`src/rtl/sram_arbiter_pkg.sv`:
```
// Shared widths, logic levels and FSM encodings for the SRAM arbiter slice.
package sram_arbiter_pkg;

  localparam int unsigned AddressLen  = 32;
  localparam int unsigned RegisterLen = 32;

  localparam logic Enable  = 1'b1;
  localparam logic Disable = 1'b0;

  // Arbiter FSM encoding, kept as plain constants for compatibility with older tooling.
  localparam int unsigned StateW     = 2;
  localparam logic [1:0]  StIdle     = 2'd0;
  localparam logic [1:0]  StIssue    = 2'd1;
  localparam logic [1:0]  StComplete = 2'd2;

  // Watchdog counter width; it counts ISSUE cycles of the current transaction.
  localparam int unsigned WdogW = 5;

endpackage

```
`src/rtl/sram_arbiter_rr_arbiter2.sv`:
```
// Two-way round-robin grant logic with a last-grant pointer.
module sram_arbiter_rr_arbiter2 (
  input  logic       clk_i,
  input  logic       rst_i,
  input  logic [1:0] req_i,
  input  logic       advance_i,
  output logic       gnt_valid_o,
  output logic       gnt_idx_o,
  output logic       last_o
);

  logic last_q;

  assign gnt_valid_o = |req_i;
  assign last_o      = last_q;

  // Pick the only requester, or on a tie the one that was not served last.
  always_comb begin
    gnt_idx_o = last_q;
    case (req_i)
      2'b01:   gnt_idx_o = 1'b0;
      2'b10:   gnt_idx_o = 1'b1;
      2'b11:   gnt_idx_o = ~last_q;
      default: gnt_idx_o = last_q;
    endcase
  end

  // Pointer moves only when a grant is taken; resets to 1 so requester 0 wins the first tie.
  always_ff @(posedge clk_i) begin
    if (rst_i) begin
      last_q <= 1'b1;
    end else if (advance_i) begin
      last_q <= gnt_idx_o;
    end
  end

endmodule

```
`src/rtl/sram_arbiter.sv`:
```
// Two-requester front end for the SRAM controller: round-robin grant, latched
// transaction, one-cycle COMPLETE gap and an ISSUE-phase watchdog.
module sram_arbiter
  import sram_arbiter_pkg::*;
#(
  parameter int unsigned TIMEOUT = 31
) (
  input  logic                   clk,
  input  logic                   rst,
  input  logic                   r0_re,
  input  logic                   r0_we,
  input  logic [AddressLen-1:0]  r0_addr,
  input  logic [RegisterLen-1:0] r0_wdata,
  output logic [RegisterLen-1:0] r0_rdata,
  output logic                   r0_ready,
  input  logic                   r1_re,
  input  logic                   r1_we,
  input  logic [AddressLen-1:0]  r1_addr,
  input  logic [RegisterLen-1:0] r1_wdata,
  output logic [RegisterLen-1:0] r1_rdata,
  output logic                   r1_ready,
  output logic                   mem_re,
  output logic                   mem_we,
  output logic [AddressLen-1:0]  mem_addr,
  output logic [RegisterLen-1:0] mem_wdata,
  input  logic [RegisterLen-1:0] mem_rdata,
  input  logic                   mem_ready,
  output logic                   grant,
  output logic                   busy,
  output logic                   timeout_err
);

  // Last ISSUE cycle index before the watchdog fires (counter is 0 in the first cycle).
  localparam logic [WdogW-1:0] WdogLast = WdogW'(TIMEOUT - 1);

  logic                   pend0, pend1;
  logic                   gnt_valid, gnt_idx, last_gnt, grant_now;
  logic [StateW-1:0]      state_q, state_d;
  logic [AddressLen-1:0]  addr_q, addr_d;
  logic [RegisterLen-1:0] wdata_q, wdata_d;
  logic [RegisterLen-1:0] rdata0_q, rdata0_d, rdata1_q, rdata1_d;
  logic                   rd_q, rd_d, wr_q, wr_d, terr_q, terr_d;
  logic [WdogW-1:0]       wdog_q, wdog_d;

  assign pend0     = r0_re | r0_we;
  assign pend1     = r1_re | r1_we;
  assign grant_now = (state_q == StIdle) & gnt_valid;

  sram_arbiter_rr_arbiter2 u_rr (
    .clk_i       (clk),
    .rst_i       (rst),
    .req_i       ({pend1, pend0}),
    .advance_i   (grant_now),
    .gnt_valid_o (gnt_valid),
    .gnt_idx_o   (gnt_idx),
    .last_o      (last_gnt)
  );

  // Next-state: grant and latch in IDLE, wait for mem_ready or watchdog in ISSUE.
  always_comb begin
    state_d  = state_q;
    addr_d   = addr_q;
    wdata_d  = wdata_q;
    rd_d     = rd_q;
    wr_d     = wr_q;
    wdog_d   = wdog_q;
    rdata0_d = rdata0_q;
    rdata1_d = rdata1_q;
    terr_d   = terr_q;
    case (state_q)
      StIdle: begin
        if (gnt_valid) begin
          state_d = StIssue;
          wdog_d  = '0;
          // Read wins when a requester raises both re and we.
          if (gnt_idx) begin
            addr_d  = r1_addr;
            wdata_d = r1_wdata;
            rd_d    = r1_re;
            wr_d    = r1_we & ~r1_re;
          end else begin
            addr_d  = r0_addr;
            wdata_d = r0_wdata;
            rd_d    = r0_re;
            wr_d    = r0_we & ~r0_re;
          end
        end
      end
      StIssue: begin
        // mem_ready in the first ISSUE cycle may be a leftover from the previous access.
        if ((wdog_q != '0) && mem_ready) begin
          state_d = StComplete;
          if (rd_q) begin
            if (last_gnt) rdata1_d = mem_rdata;
            else          rdata0_d = mem_rdata;
          end
        end else if (wdog_q == WdogLast) begin
          state_d = StComplete;
          terr_d  = Enable;
          if (rd_q) begin
            if (last_gnt) rdata1_d = '0;
            else          rdata0_d = '0;
          end
        end else begin
          wdog_d = wdog_q + WdogW'(1);
        end
      end
      StComplete: state_d = StIdle;
      default:    state_d = StIdle;
    endcase
  end

  // State and latched transaction registers with synchronous reset.
  always_ff @(posedge clk) begin
    if (rst) begin
      state_q  <= StIdle;
      addr_q   <= '0;
      wdata_q  <= '0;
      rd_q     <= Disable;
      wr_q     <= Disable;
      wdog_q   <= '0;
      rdata0_q <= '0;
      rdata1_q <= '0;
      terr_q   <= Disable;
    end else begin
      state_q  <= state_d;
      addr_q   <= addr_d;
      wdata_q  <= wdata_d;
      rd_q     <= rd_d;
      wr_q     <= wr_d;
      wdog_q   <= wdog_d;
      rdata0_q <= rdata0_d;
      rdata1_q <= rdata1_d;
      terr_q   <= terr_d;
    end
  end

  assign mem_re      = (state_q == StIssue) & rd_q;
  assign mem_we      = (state_q == StIssue) & wr_q;
  assign mem_addr    = addr_q;
  assign mem_wdata   = wdata_q;
  assign grant       = last_gnt;
  assign busy        = (state_q != StIdle);
  assign timeout_err = terr_q;
  assign r0_rdata    = rdata0_q;
  assign r1_rdata    = rdata1_q;

  // A pending requester is frozen until its own COMPLETE cycle; reset releases everyone.
  assign r0_ready = rst | ~pend0 | ((state_q == StComplete) & ~last_gnt);
  assign r1_ready = rst | ~pend1 | ((state_q == StComplete) & last_gnt);

endmodule
```
`config.mk`:
```
export PLATFORM = sky130hd
export DESIGN_NAME = sram_arbiter
export DESIGN_NICKNAME = d
export VERILOG_FILES = /design/src/rtl/sram_arbiter_pkg.sv /design/src/rtl/sram_arbiter_rr_arbiter2.sv /design/src/rtl/sram_arbiter.sv
export SDC_FILE = /design/constraint.sdc
export NUM_CORES = 1
export LEC_CHECK = 0
export CORE_ASPECT_RATIO = 0.9
export CORE_MARGIN = 2
export CORE_UTILIZATION = 38
export DETAILED_ROUTE_END_ITERATION = 16
export PLACE_DENSITY = 0.73
export SLEW_MARGIN = 30
export SYNTH_ARGS = -nofsm -noshare
export SYNTH_HDL_FRONTEND = slang
export SYNTH_SLANG_ARGS = --single-unit
```
`constraint.sdc`:
```
create_clock -name clk -period 3.58 [get_ports clk]
set_input_delay 0.716 -clock clk [delete_from_list [all_inputs] [get_ports clk]]
set_output_delay 0.716 -clock clk [all_outputs]
set_load 0.05 [all_outputs]
```
# Yosys cells after proc, flatten, opt, wreduce, memory -nomap -nowiden
# Cells that the tools add are included.
[word_totals] ff_bits=139 output_inout_bits=135
[op_classes] n_addsub=1 eq_ne=12 mux=25 bitwise_logic=19 reduce_logical=13
[op_table] operator="32-bit 2-to-1 mux" count=14
[op_table] operator="5-bit 2-to-1 mux" count=3
[op_table] operator="2-bit inequality test (second input constant)" count=5
[op_table] operator="5-bit case mux with 2 select lines" count=1
[op_table] operator="5-bit AND reduction" count=2
[op_table] operator="1-bit bitwise AND" count=7
[op_table] operator="2-bit equality test (second input constant)" count=3
[op_table] operator="2-bit 2-to-1 mux" count=3
[op_table] operator="1-bit NOT" count=6
[op_table] operator="1-bit bitwise OR" count=6
[op_table] operator="2-bit nonzero test" count=3
[op_table] operator="5-bit by 1-bit adder with 5-bit output (second input constant)" count=1
[op_table] operator="5-bit equality test (second input constant)" count=1
[op_table] operator="5-bit nonzero test" count=1
[op_table] operator="2-bit by 1-bit equality test with 1-bit output (second input constant)" count=2
[op_table] operator="2-bit case mux with 2 select lines" count=1
[op_table] operator="2-bit AND reduction" count=2
[op_table] operator="4-bit AND reduction" count=1
[op_table] operator="3-bit inequality test (second input constant)" count=1
[op_table] operator="1-bit case mux with 3 select lines" count=1
[op_table] operator="3-bit AND reduction" count=1
[op_table] operator="2-bit zero test" count=1
[op_table] operator="1-bit 2-to-1 mux" count=2
[op_table] operator="2-bit OR reduction" count=1
[op_table] operator="1-bit logical AND" count=1

# Longest topological paths before layout
[depth] word_depth=4 ltp_mapped=8 depth_no_buf=6

# Modules after synthesis
# A second synthesis with hierarchy kept.
[unflattened] cells_unflattened=610 hier_area_um2=5858.1
[by_module_without_submodules] mod="sram_arbiter" instances=1 cells_each=603 area_each_um2=5795.6 seq_area_each_um2=2762.6
[by_module_without_submodules] mod="sram_arbiter_rr_arbiter2" instances=1 cells_each=7 area_each_um2=62.6 seq_area_each_um2=20.0

# Least setup slack after synthesis
# Ideal clock, no wire load.
[synth_timing] path_type="input-to-output" from="in rst" to="out r0_ready" t_arrival_ns=1.951 setup_slack_ns=0.913 stages=4 path_cell_list="clkbuf_1 > clkbuf_1 > clkbuf_1 > a311o_1"
[synth_between] elab_chain_cells=2
[synth_lines] element="start, declared" line_no="sram_arbiter.sv:9" text="input logic rst,"
[synth_lines] element="1-bit bitwise OR (2 in series)" line_no="sram_arbiter.sv:149" text="assign r0_ready = rst | ~pend0 | ((state_q == StComplete) & ~last_gnt);"
[synth_lines] element="end, declared" line_no="sram_arbiter.sv:15" text="output logic r0_ready,"
# No other way between the ends.

# Worst setup path after layout
[layout_timing] from="reg state_q[0]" to="out mem_re"
[layout_between] elab_chain_cells=2
[layout_lines] element="start, declared" line_no="sram_arbiter.sv:38" text="logic [StateW-1:0] state_q, state_d;"
[layout_lines] element="start signal, assigned" line_no="sram_arbiter.sv:116" text="state_q <= StIdle;"
[layout_lines] element="start signal, assigned" line_no="sram_arbiter.sv:126" text="state_q <= state_d;"
[layout_lines] element="2-bit by 1-bit equality test with 1-bit output" line_no="sram_arbiter.sv:138" text="assign mem_re = (state_q == StIssue) & rd_q;"
[layout_lines] element="1-bit bitwise AND" line_no="sram_arbiter.sv:138"
[layout_lines] element="end, declared" line_no="sram_arbiter.sv:22" text="output logic mem_re,"
# No other way between the ends.

==> run summary <==
## Die
- **die width** 137 µm
- **I/O Pins** 302
- **initial standard-cell utilization of the core** 39.2%
- **Core Area** 0.0155 mm²
- **DIE HEIGHT** 124 µm
- **Die Footprint** 0.0170 mm²
- **number of cell rows** 43

## Place
- **port bufs** 301
- **gp weighted congestion** 0.849
- **area post-placement** 0.00920 mm²
- **post-placement setup slack** 605 ps
- **HPWL after detailed placement** 14700 µm
- **dpl cells** 1073

## Worst setup path
- **CP max stage delay** 850 ps
- **required time of the critical path** 2860 ps
- **origin of the critical flop-to-flop path** u_rr.last_o
- **Worst Setup SP** state_q[0]
- **cells along the critical path** nor2b_1 > nand2_1 > inv_1 > clkdlybuf4s50_1
- **Max Fanout on Critical Path** 7
- **endpoint type of the worst setup path** primary output
- **cell with the largest stage delay on the worst path** clkdlybuf4s50_1
- **data arrival time of the critical path** 2360 ps
- **Setup Crit Path Kind** reg -> out
- **type of element launching the critical path** flip-flop

## Logic synthesis
- **top cell type by total area after synthesis** dfxtp_1
- **fraction of synthesized cell area taken by the top area cell type** 45.9%
- **Syn Inst Count** 609
- **dominant cells by area after synthesis** dfxtp_1, mux2i_1, a211oi_1, nand2b_1, nor2_1
- **leading register cell type out of synthesis** dfxtp_1
- **average instance area after synthesis** 9.96 µm²
- **number of nets in the synthesized netlist** 779
- **Netlist cell types** 42
- **part of the Yosys area used for sequential elements** 45.9%
- **count of flip-flops with a built-in enable after synthesis** 0
- **most common cell in the netlist** dfxtp_1
- **cell types with the highest counts after synthesis** dfxtp_1, mux2i_1, nor2_1
- **post-synthesis sequential element count** 139
- **number of synthesis warnings** 0
- **fraction of registers with async set/reset** 0%
- **area of the mapped netlist** 0.00607 mm²

## Final layout
- **post-layout utilization of the core** 63.5%
- **area grow syn2layout** 62.2%
- **Non-Filler Cell Area, Final** 0.00984 mm²
- **Post-Layout Cell Count** 1107
- **filler instances** 1250
- **proportion of layout cells with a drive suffix above 1** 6.31%
- **net total in the final layout** 1060

## Global routing
- **vias in the first global route** 5605
- **GRT Total Usage** 22.8%
- **total gr overflow** 0
- **pin count of the biggest net entering global routing** 108
- **global-route wire length before repair** 29200 µm
- **number of antenna violations at the first check in global routing** 1

## Route
- **drt initial violations** 182
- **routed length per placed instance** 18.0 µm
- **mean number of vias per cell** 5.00
- **number of remaining DRC errors** 0
- **Detail Route Antenna Nets** 0
- **first-pass iteration count of the detailed router** 4
- **Final Routed Wirelength** 19900 µm
- **vias after detailed routing** 5537

## CTS
- **post-CTS repair timing setup buffer count** 0
- **# resized after CTS** 0
- **Longest Clk Path Bufs** 2
- **buffer cell driving the clock tree root** clkbuf_16
- **Clock Sink Count** 139
- **total of hold buffers inserted after clock tree synthesis** 0
- **H-tree levels** 4
- **clock slew at the register clock pins of the worst setup and hold paths** 60 ps
- **Skew-Pair Late Insertion Delay** 420 ps
- **number of CTS-inserted buffers** 17
- **CTS tree** built

## Hold path
- **Hold Startpoint** r1_rdata[17]
- **type of the tightest min-delay check** reg -> reg

## Pwr
- **Net Switching** 1.43 mW
- **P_int** 3.35 mW
- **Leak** 3.95 nW
- **part of the power in registers** 35.7%
- **Power per Cell Area** 486 mW/mm²
- **IR drop worst, VDD** 0.000375 V
- **proportion of total power due to net switching** 29.9%
- **Comb pwr share** 24.5%
- **total power of the final layout** 4.78 mW
- **clock network power share** 39.8%

## STA
- **max-slew violation total from the final report** 0
- **final worst-path cycle share** 86.1%
- **worst clock skew on the final layout** 4.23 ps
- **worst slew margin relative to its limit** 37.4%
- **Final TNS setup** 0 ps
- **final-layout worst hold slack** 473 ps
- **RSZ-0062 raised after global routing** no
- **Worst Tran Pin Value** 936 ps
- **worst-case setup margin in the final layout** 499 ps
- **final hold violations** 0
- **Final setup violation count** 0
- **shortest period the worst path allows** 3080 ps
- **max frequency** 325 MHz

## Run
- **count of max-cap constraint violations** 0

## Run status
- **outcome** complete, no violations

[power groups by stage]
stage          Sequential [mW]  Combinational [mW]  Clock [mW]
3_5_place_dp              1.74                1.17           0
6_report                  1.71                1.17        1.90
2_1_floorplan             2.05               0.378           0
5_1_grt                   1.72                1.23        1.99
3_3_place_gp              1.73                1.15           0
4_1_cts                   1.71                1.17        1.93
[final cells by class]
| type | count | area [µm²] | area share, % |
|---|---|---|---|
| timing repair buffer | 311 | 3140 | 31.9 |
| antenna | 2 | 5.00 | 0.0508 |
| tap | 202 | 253 | 2.57 |
| clock buffer | 19 | 453 | 4.60 |
| multi-input combinational | 414 | 2990 | 30.4 |
| inverter | 7 | 26.3 | 0.267 |
| clock inverter | 13 | 190 | 1.93 |
| sequential | 139 | 2780 | 28.3 |
[flip-flops by register name, summed over array words and instances, names as in the netlist]
register     count
wdog_q           5
timeout_err      1
r0_rdata        32
r1_rdata        32
wr_q             1
u_rr.last_o      1
rd_q             1
state_q          2
mem_addr        32
mem_wdata       32
[logic make-up (layout without fill, tap and decap cells)]
family                     after synthesis  after routing  synth area share [%]
other                                    0              2                     0
buffers and inverters                   56            350                  5.36
and+or+nand+nor                        197            197                  16.1
adders and majority gates                3              3                 0.619
DFF                                    139            139                  45.9
AOI/OAI and AO/OA                       86             86                  10.9
muxes                                  128            128                  21.1
[layout by cell type (no fill, tap or decap), drive strengths merged]
cell,instances
a2111o,1
a211o,1
a211oi,65
a21boi,1
a21oi,4
a311o,2
a31o,1
a32o,1
a32oi,1
a41o,1
a41oi,3
and2,2
and3,1
and4,1
buf,13
bufinv,4
clkbuf,19
clkdlybuf4s50,298
clkinv,3
clkinvlp,4
dfxtp,139
diode,2
ha,3
inv,9
mux2i,128
nand2,35
nand2b,65
nand3,5
nand4b,1
nor2,71
nor2b,3
nor3,4
nor4,2
nor4b,2
o21ai,4
o32ai,1
or2,2
or3,2
or3b,1
[layer usage]
metal	GRT usage, %	vias up	wire [µm]
met4	9.73	0	518
met1	25.4	2568	7830
met5	0	-	0
met3	9.69	31	2110
li1	-	2698	-
met2	38.1	240	9450
[critical path, delay by kind of cell, from the launching register on]
family                 cells  cell delay, ps
DFF                        1             360
and+or+nand+nor            2             630
buffers and inverters      2             950
[path summary, 6_finish.rpt]
check                 endpoint  slack [ps]  depth (start not counted)
setup / recovery        mem_re         500                          4
setup reg to reg  mem_addr[22]        1220                          5
hold / removal    r1_rdata[17]         470                          2
hold reg to reg   r1_rdata[17]         470                          2
Note: power is estimated with default switching activity, not from simulation.
